==> src/rtl/carrier_loop_filter_fpll.sv <==
// FLL-assisted 2nd/3rd-order carrier loop filter: one epoch per error pair, four-cycle FSM.
// Optional macro CLF_SATURATION_EN clamps integrators and the output sum instead of wrapping.
module carrier_loop_filter_fpll #(
  parameter int unsigned ERR_W         = 13,
  parameter int unsigned COEF_W        = 32,
  parameter int unsigned GUARD_W       = 4,
  parameter int unsigned NCO_W         = 40,
  parameter int unsigned OUT_SHIFT     = 20,
  parameter int unsigned LOOP_ORDER    = 2,
  parameter int unsigned PULLIN_EPOCHS = 20
) (
  input  logic                     iw_Clk_p_g,
  input  logic                     iw_Rst_p_g,
  input  logic                     iw_Loop_Filter_ReWork_h,
  input  logic signed [COEF_W-1:0] iw_PLL_C1,
  input  logic signed [COEF_W-1:0] iw_PLL_C2,
  input  logic signed [COEF_W-1:0] iw_PLL_C3,
  input  logic signed [COEF_W-1:0] iw_FLL_CF,
  input  logic                     iw_Err_Valid_h,
  input  logic signed [ERR_W-1:0]  iw_Phase_Err,
  input  logic signed [ERR_W-1:0]  iw_Freq_Err,
  output logic                     ow_Ready_h,
  output logic                     ow_Overrun_h,
  output logic                     ow_Carrier_Loop_Output_Valid,
  output logic [NCO_W-1:0]         ow_Carrier_Loop_Output,
  output logic [NCO_W-1:0]         ow_Carrier_Doppler,
  output logic                     ow_Pull_In_Done_h,
  output logic                     ow_Sat_Flag_h
);

  localparam int unsigned ACC_W = ERR_W + COEF_W + GUARD_W;
  // Two extra bits hold the sum of up to four ACC_W terms without overflow.
  localparam int unsigned SUM_W = ACC_W + 2;
  localparam int unsigned CNT_W = (PULLIN_EPOCHS > 0) ? $clog2(PULLIN_EPOCHS + 1) : 1;
  localparam logic [CNT_W-1:0] PULLIN_C = CNT_W'(PULLIN_EPOCHS);
  localparam logic signed [SUM_W-1:0] ACC_MAX = {3'b000, {(ACC_W-1){1'b1}}};
  localparam logic signed [SUM_W-1:0] ACC_MIN = -ACC_MAX;

  localparam logic [1:0] StIdle = 2'd0;
  localparam logic [1:0] StMul  = 2'd1;
  localparam logic [1:0] StInt  = 2'd2;
  localparam logic [1:0] StOut  = 2'd3;

  logic [1:0]               state_q, state_d;
  logic signed [ERR_W-1:0]  pe_q, pe_d, fe_q, fe_d;
  logic signed [ACC_W-1:0]  p1_q, p1_d, p2_q, p2_d, p3_q, p3_d, pf_q, pf_d;
  logic signed [ACC_W-1:0]  a_acc_q, a_acc_d, w_acc_q, w_acc_d;
  logic [CNT_W-1:0]         cnt_q, cnt_d;
  logic [NCO_W-1:0]         out_q, out_d, dop_q, dop_d;
  logic                     sat_q, sat_d;

  logic signed [ACC_W-1:0]  pe_x, fe_x, c1_x, c2_x, c3_x, cf_x;
  logic signed [ACC_W-1:0]  a_new, w_new, o_sum, out_sh, dop_sh;
  logic signed [SUM_W-1:0]  a_term;
  logic                     clip_a, clip_w, clip_o, pullin_active;

  function automatic logic signed [SUM_W-1:0] sx(input logic signed [ACC_W-1:0] v);
    return {{(SUM_W-ACC_W){v[ACC_W-1]}}, v};
  endfunction

  function automatic logic signed [ACC_W-1:0] fit(input logic signed [SUM_W-1:0] v,
                                                  output logic clip);
    clip = 1'b0;
`ifdef CLF_SATURATION_EN
    if (v > ACC_MAX) begin
      clip = 1'b1;
      return ACC_MAX[ACC_W-1:0];
    end else if (v < ACC_MIN) begin
      clip = 1'b1;
      return ACC_MIN[ACC_W-1:0];
    end
`endif
    return v[ACC_W-1:0];
  endfunction

  // Products are exact in ACC_W, so ACC_W-wide operands need no wider result.
  assign pe_x = {{(ACC_W-ERR_W){pe_q[ERR_W-1]}}, pe_q};
  assign fe_x = {{(ACC_W-ERR_W){fe_q[ERR_W-1]}}, fe_q};
  assign c1_x = {{(ACC_W-COEF_W){iw_PLL_C1[COEF_W-1]}}, iw_PLL_C1};
  assign c2_x = {{(ACC_W-COEF_W){iw_PLL_C2[COEF_W-1]}}, iw_PLL_C2};
  assign c3_x = {{(ACC_W-COEF_W){iw_PLL_C3[COEF_W-1]}}, iw_PLL_C3};
  assign cf_x = {{(ACC_W-COEF_W){iw_FLL_CF[COEF_W-1]}}, iw_FLL_CF};
  assign pullin_active = cnt_q < PULLIN_C;

  always_comb begin
    state_d = state_q;
    pe_d    = pe_q;
    fe_d    = fe_q;
    p1_d    = p1_q;
    p2_d    = p2_q;
    p3_d    = p3_q;
    pf_d    = pf_q;
    a_acc_d = a_acc_q;
    w_acc_d = w_acc_q;
    cnt_d   = cnt_q;
    out_d   = out_q;
    dop_d   = dop_q;
    sat_d   = sat_q;

    a_new  = fit(sx(a_acc_q) + sx(p3_q), clip_a);
    a_term = (LOOP_ORDER == 3) ? sx(a_new) : {SUM_W{1'b0}};
    w_new  = fit(sx(w_acc_q) + sx(p2_q) + sx(pf_q) + a_term, clip_w);
    o_sum  = fit(sx(w_new) + sx(p1_q), clip_o);
    out_sh = o_sum >>> OUT_SHIFT;
    dop_sh = w_new >>> OUT_SHIFT;

    unique case (state_q)
      StIdle: begin
        if (iw_Err_Valid_h) begin
          pe_d    = iw_Phase_Err;
          fe_d    = iw_Freq_Err;
          state_d = StMul;
        end
      end
      StMul: begin
        p1_d    = pullin_active ? '0 : pe_x * c1_x;
        p2_d    = pullin_active ? '0 : pe_x * c2_x;
        p3_d    = pullin_active ? '0 : pe_x * c3_x;
        pf_d    = fe_x * cf_x;
        state_d = StInt;
      end
      StInt: begin
        a_acc_d = (LOOP_ORDER == 3) ? a_new : '0;
        w_acc_d = w_new;
        if (pullin_active) cnt_d = cnt_q + 1'b1;
        out_d   = NCO_W'(out_sh);
        dop_d   = NCO_W'(dop_sh);
        sat_d   = sat_q | clip_w | clip_o | ((LOOP_ORDER == 3) & clip_a);
        state_d = StOut;
      end
      default: state_d = StIdle;
    endcase

    if (iw_Loop_Filter_ReWork_h) begin
      state_d = StIdle;
      p1_d    = '0;
      p2_d    = '0;
      p3_d    = '0;
      pf_d    = '0;
      a_acc_d = '0;
      w_acc_d = '0;
      cnt_d   = '0;
      out_d   = '0;
      dop_d   = '0;
      sat_d   = 1'b0;
    end
  end

  always_ff @(posedge iw_Clk_p_g or posedge iw_Rst_p_g) begin
    if (iw_Rst_p_g) begin
      state_q <= StIdle;
      pe_q    <= '0;
      fe_q    <= '0;
      p1_q    <= '0;
      p2_q    <= '0;
      p3_q    <= '0;
      pf_q    <= '0;
      a_acc_q <= '0;
      w_acc_q <= '0;
      cnt_q   <= '0;
      out_q   <= '0;
      dop_q   <= '0;
      sat_q   <= 1'b0;
    end else begin
      state_q <= state_d;
      pe_q    <= pe_d;
      fe_q    <= fe_d;
      p1_q    <= p1_d;
      p2_q    <= p2_d;
      p3_q    <= p3_d;
      pf_q    <= pf_d;
      a_acc_q <= a_acc_d;
      w_acc_q <= w_acc_d;
      cnt_q   <= cnt_d;
      out_q   <= out_d;
      dop_q   <= dop_d;
      sat_q   <= sat_d;
    end
  end

  assign ow_Ready_h                   = (state_q == StIdle);
  assign ow_Overrun_h                 = iw_Err_Valid_h & ~ow_Ready_h & ~iw_Loop_Filter_ReWork_h;
  assign ow_Carrier_Loop_Output_Valid = (state_q == StOut) & ~iw_Loop_Filter_ReWork_h;
  assign ow_Carrier_Loop_Output       = out_q;
  assign ow_Carrier_Doppler           = dop_q;
  // Done is visible already in the INT cycle of the final pull-in epoch.
  assign ow_Pull_In_Done_h = (cnt_q == PULLIN_C) |
                             ((state_q == StInt) & ~iw_Loop_Filter_ReWork_h &
                              (cnt_q == PULLIN_C - 1'b1));
  assign ow_Sat_Flag_h = sat_q;

endmodule

==> config.mk <==
export PLATFORM = sky130hd
export DESIGN_NAME = carrier_loop_filter_fpll
export DESIGN_NICKNAME = d
export VERILOG_FILES = /design/src/rtl/carrier_loop_filter_fpll.sv
export SDC_FILE = /design/constraint.sdc
export NUM_CORES = 2
export LEC_CHECK = 0
export CORE_MARGIN = 2
export CORE_UTILIZATION = 40
export DETAILED_ROUTE_END_ITERATION = 10
export HOLD_SLACK_MARGIN = 0.03
export PLACE_DENSITY = 0.69
export SLEW_MARGIN = 10
export SYNTH_ARGS = -nofsm -noshare
export SYNTH_HDL_FRONTEND = slang
export SYNTH_SLANG_ARGS = --single-unit
==> constraint.sdc <==
create_clock -name iw_Clk_p_g -period 19.7 [get_ports iw_Clk_p_g]
set_input_delay 2.955 -clock iw_Clk_p_g [delete_from_list [all_inputs] [get_ports iw_Clk_p_g]]
set_output_delay 2.955 -clock iw_Clk_p_g [all_outputs]
set_load 0.02 [all_outputs]
==> flow_summary_export.csv <==
group,metric,value,unit
floorplan,ios,243,
critical_path,path_cells,"clkdlybuf4s50_1 -> nand2_1 -> fa_1 -> fa_1 -> inv_1 -> fa_1 -> fa_1 -> fa_1 -> fa_1 -> ha_1 -> and4_1 -> nand2_1 -> a211o_1 -> a21oi_1 -> o22ai_1 -> o21ai_1 -> a41oi_1 -> o41ai_2 -> o31ai_1 -> xnor2_1 -> a22o_1",
critical_path,timing.rr.end,"p1_q[47]",
clock_network,path_clk_slew,0.06,ns
critical_path,critPathKind,"in2reg",
critical_path,startpoint,"iw_PLL_C1[7]",
floorplan,die_area,141000,µm²
sta,finClkSkew,0.04258,ns
synth,synth_area_leaders,"fa_1 42%, dfrtp_1 11%, ha_1 9.4%",
drt,drtAntennaViolNets,0,
critical_path,cp_slowest_cell,"clkdlybuf4s50_1",
sta,fin_crit,10.26,ns
floorplan,die_x,375.5,µm
sta,slew_headroom,0.1544,
drt,drt_iter0_drc,2501,
clock_network,hold_buffers,0,
critical_path,cp-end-kind,"flip-flop",
clock_network,cts_root_buffer,"clkbuf_16",
sta,rsz0062_at_grt,"no",
layout,nets,7506,
drt,drc,0,
flow_run,maxCapViolCount,0,
floorplan,fp-row-count,136,
drt,vias,40290,
clock_network,cts_resized,0,
drt,dr.pass1.iters,5,
grt,antenna_found_initial,9,
clock_network,clock-sinks,246,
clock_network,clk_latency,0.61,ns
sta,fin_tns_setup,0,ns
critical_path,arrival,10.77,ns
floorplan,die_y,375.5,µm
critical_path,crit_top_cell,"fa_1",
synth,syn_nets,7563,
critical_path,crit_end,"p1_q[47]",
synth,yosys.area.top_type,"fa_1",
drt,routed_wirelength,148.4,mm
drt,wl_per_cell,19.54,µm
floorplan,core,137300,µm²
clock_network,cts.path.max_buffers,3,
sta,fin_crit_sh,0.5207,
synth,syn_area_per_cell,9.476,µm²
grt,grtUsageTotal,0.2153,
sta,hold_viol_final,0,
critical_path,start_kind,"primary input",
critical_path,ff2ff_path_depth,21,
sta,setup_viol,0,
drt,avgViaCountPerCell,5.304,
min_path,hold_class,"reg2reg",
synth,syn_area,55220,µm²
critical_path,required,20.21,ns
clock_network,cts_tree,"yes",
sta,maxClockFrequency,97.49,MHz
grt,grt-ovfl-total,0,
layout,syn_to_final_growth,8.094,%
run_status,outcome,"finished clean",
critical_path,ff2ff_setup_slack,11.50,ns
sta,slew_viol_final,0,
synth,synth_cell_types,82,
placed_design,gp_congestion,0.9061,
synth,synth-edff-count,0,
critical_path,crit_fanout,13,
critical_path,regToRegStartpoint,"pe_q[5]",
clock_network,ctsHtreeMaxLevel,2,
placed_design,hpwl,118.5,mm
synth,synth_top_flop_cell,"dfrtp_1",
synth,yosysSeqAreaShare,0.1115,
clock_network,post_cts_buffers,0,
layout,drive_gt1_frac,0.03070,
synth,synth_warnings,0,
placed_design,io_buffers,209,
synth,synthCells,5827,
sta,tightestPinTransition,1.268,ns
synth,synth_top_area_frac,0.4213,
synth,synth-async-reset-ratio,1.000,
grt,grt_first_pass_wirelength,240.2,mm
clock_network,cts_buffers,37,
grt,grt_start_max_net_pins,110,
floorplan,initial_utilization,0.4021,
grt,first_global_vias,43840,
synth,synth-seq-cells,246,
critical_path,slowest_delay,1.12,ns
-- per-layer routing --
metal	vias to the layer above	part of all wire	GRT usage	wire, µm
li1	17930	-	-	-
met2	1318	0.47	0.3538	69760
met5	-	0.00046	0	68
met1	20790	0.42	0.2822	61780
met3	241	0.078	0.04671	11630
met4	10	0.035	0.07146	5161
-- metrics by stage --
| step | instances | setup WS [ns] | area, µm² | utilization | hold WS [ns] |
|---|---|---|---|---|---|
| after CTS | 7592 | 9.533 | 59680 | 0.4346 | 0.4930 |
| after global routing | 7593 | 9.053 | 59680 | 0.4346 | 0.5213 |
| after floorplan | 5827 | 9.987 | 55220 | - | 0.4551 |
| after detailed placement | 7525 | 8.910 | 58420 | 0.4254 | 0.4782 |
| after global placement | 7525 | 9.019 | 58420 | 0.4254 | 0.4748 |
| final | 7596 | 9.443 | 59690 | 0.4347 | 0.4897 |
-- worst max-delay path: cells and delay by family --
family | cells | cell delay, ns
and+or+nand+nor | 3 | 0.48
AOI/OAI and AO/OA | 8 | 2.28
adders and majority gates | 7 | 3.36
buffers and inverters | 2 | 1.18
xor gates and xnor gates | 1 | 0.52
-- final cells by class --
type	count	area (µm²)
clock inverters	19	231.5
clock buffers	48	1027
multi-input cells	4349	44270
inverters	885	3329
diodes	4	10.01
well taps	1794	2245
fillers	13040	77630
flip-flops and latches	246	6167
repair buffers	251	2405
-- cell usage after synthesis (11+ instances only) --
| master | number |
|---|---|
| a21o_1 | 124 |
| nand3_1 | 41 |
| nand2_1 | 855 |
| dfrtp_1 | 246 |
| mux2_2 | 26 |
| clkbuf_1 | 285 |
| o31ai_1 | 12 |
| o21a_1 | 25 |
| nand4_1 | 24 |
| a21oi_1 | 168 |
| o211ai_1 | 11 |
| o21bai_1 | 25 |
| nor3_1 | 20 |
| inv_1 | 884 |
| fa_1 | 1162 |
| o21ai_0 | 153 |
| xor2_1 | 75 |
| xnor2_1 | 126 |
| nor2b_1 | 16 |
| mux2i_1 | 88 |
| a211oi_1 | 23 |
| ha_1 | 416 |
| and2_1 | 454 |
| a31oi_1 | 23 |
| a22o_1 | 32 |
| nand2b_1 | 34 |
| nor2_1 | 259 |
| and3_1 | 14 |
| buf_4 | 52 |
-- sequential cells by signal (all words and copies together), names as in the netlist --
name / cells
pf_q: 45
cnt_q: 5
p1_q: 45
state_q: 2
pe_q: 13
ow_Carrier_Doppler: 1
ow_Carrier_Loop_Output: 29
p2_q: 45
w_acc_q: 48
fe_q: 13
-- kinds of logic after synthesis --
group	synth area share
adders and majority gates	0.5155
buffers and inverters	0.08728
and+or+nand+nor	0.1473
other	0.00006791
muxes	0.02125
DFF	0.1115
xor gates and xnor gates	0.03188
AOI/OAI and AO/OA	0.08518
-- worst min-delay path by stage --
stage,start,endpoint,slack (ns),cells after the start
floorplan,p1_q[10],p1_q[10],0.46,2
CTS,p1_q[21],p1_q[21],0.49,2
finish,p1_q[19],p1_q[19],0.49,2
global placement,p1_q[21],p1_q[21],0.47,2
global route,fe_q[10],fe_q[10],0.52,1
detailed placement,p1_q[19],p1_q[19],0.48,2
-- placed cells by master (no fill, tap or decap), types with 26 or more instances in the layout --
| cell | n |
|---|---|
| fa_1 | 1162 |
| mux2_2 | 26 |
| a21oi_1 | 168 |
| ha_1 | 414 |
| clkdlybuf4s50_1 | 208 |
| o21ai_0 | 153 |
| and2_1 | 454 |
| dfrtp_1 | 237 |
| nor2_1 | 258 |
| nand2b_1 | 34 |
| a22o_1 | 32 |
| buf_4 | 43 |
| clkbuf_16 | 37 |
| nand2_1 | 854 |
| xor2_1 | 75 |
| xnor2_1 | 126 |
| nand3_1 | 41 |
| inv_1 | 883 |
| mux2i_1 | 88 |
| a21o_1 | 124 |
Power is left out: the tool's default activity adds up to more than one toggle a clock period on the data nets, which glitch-free logic cannot reach.
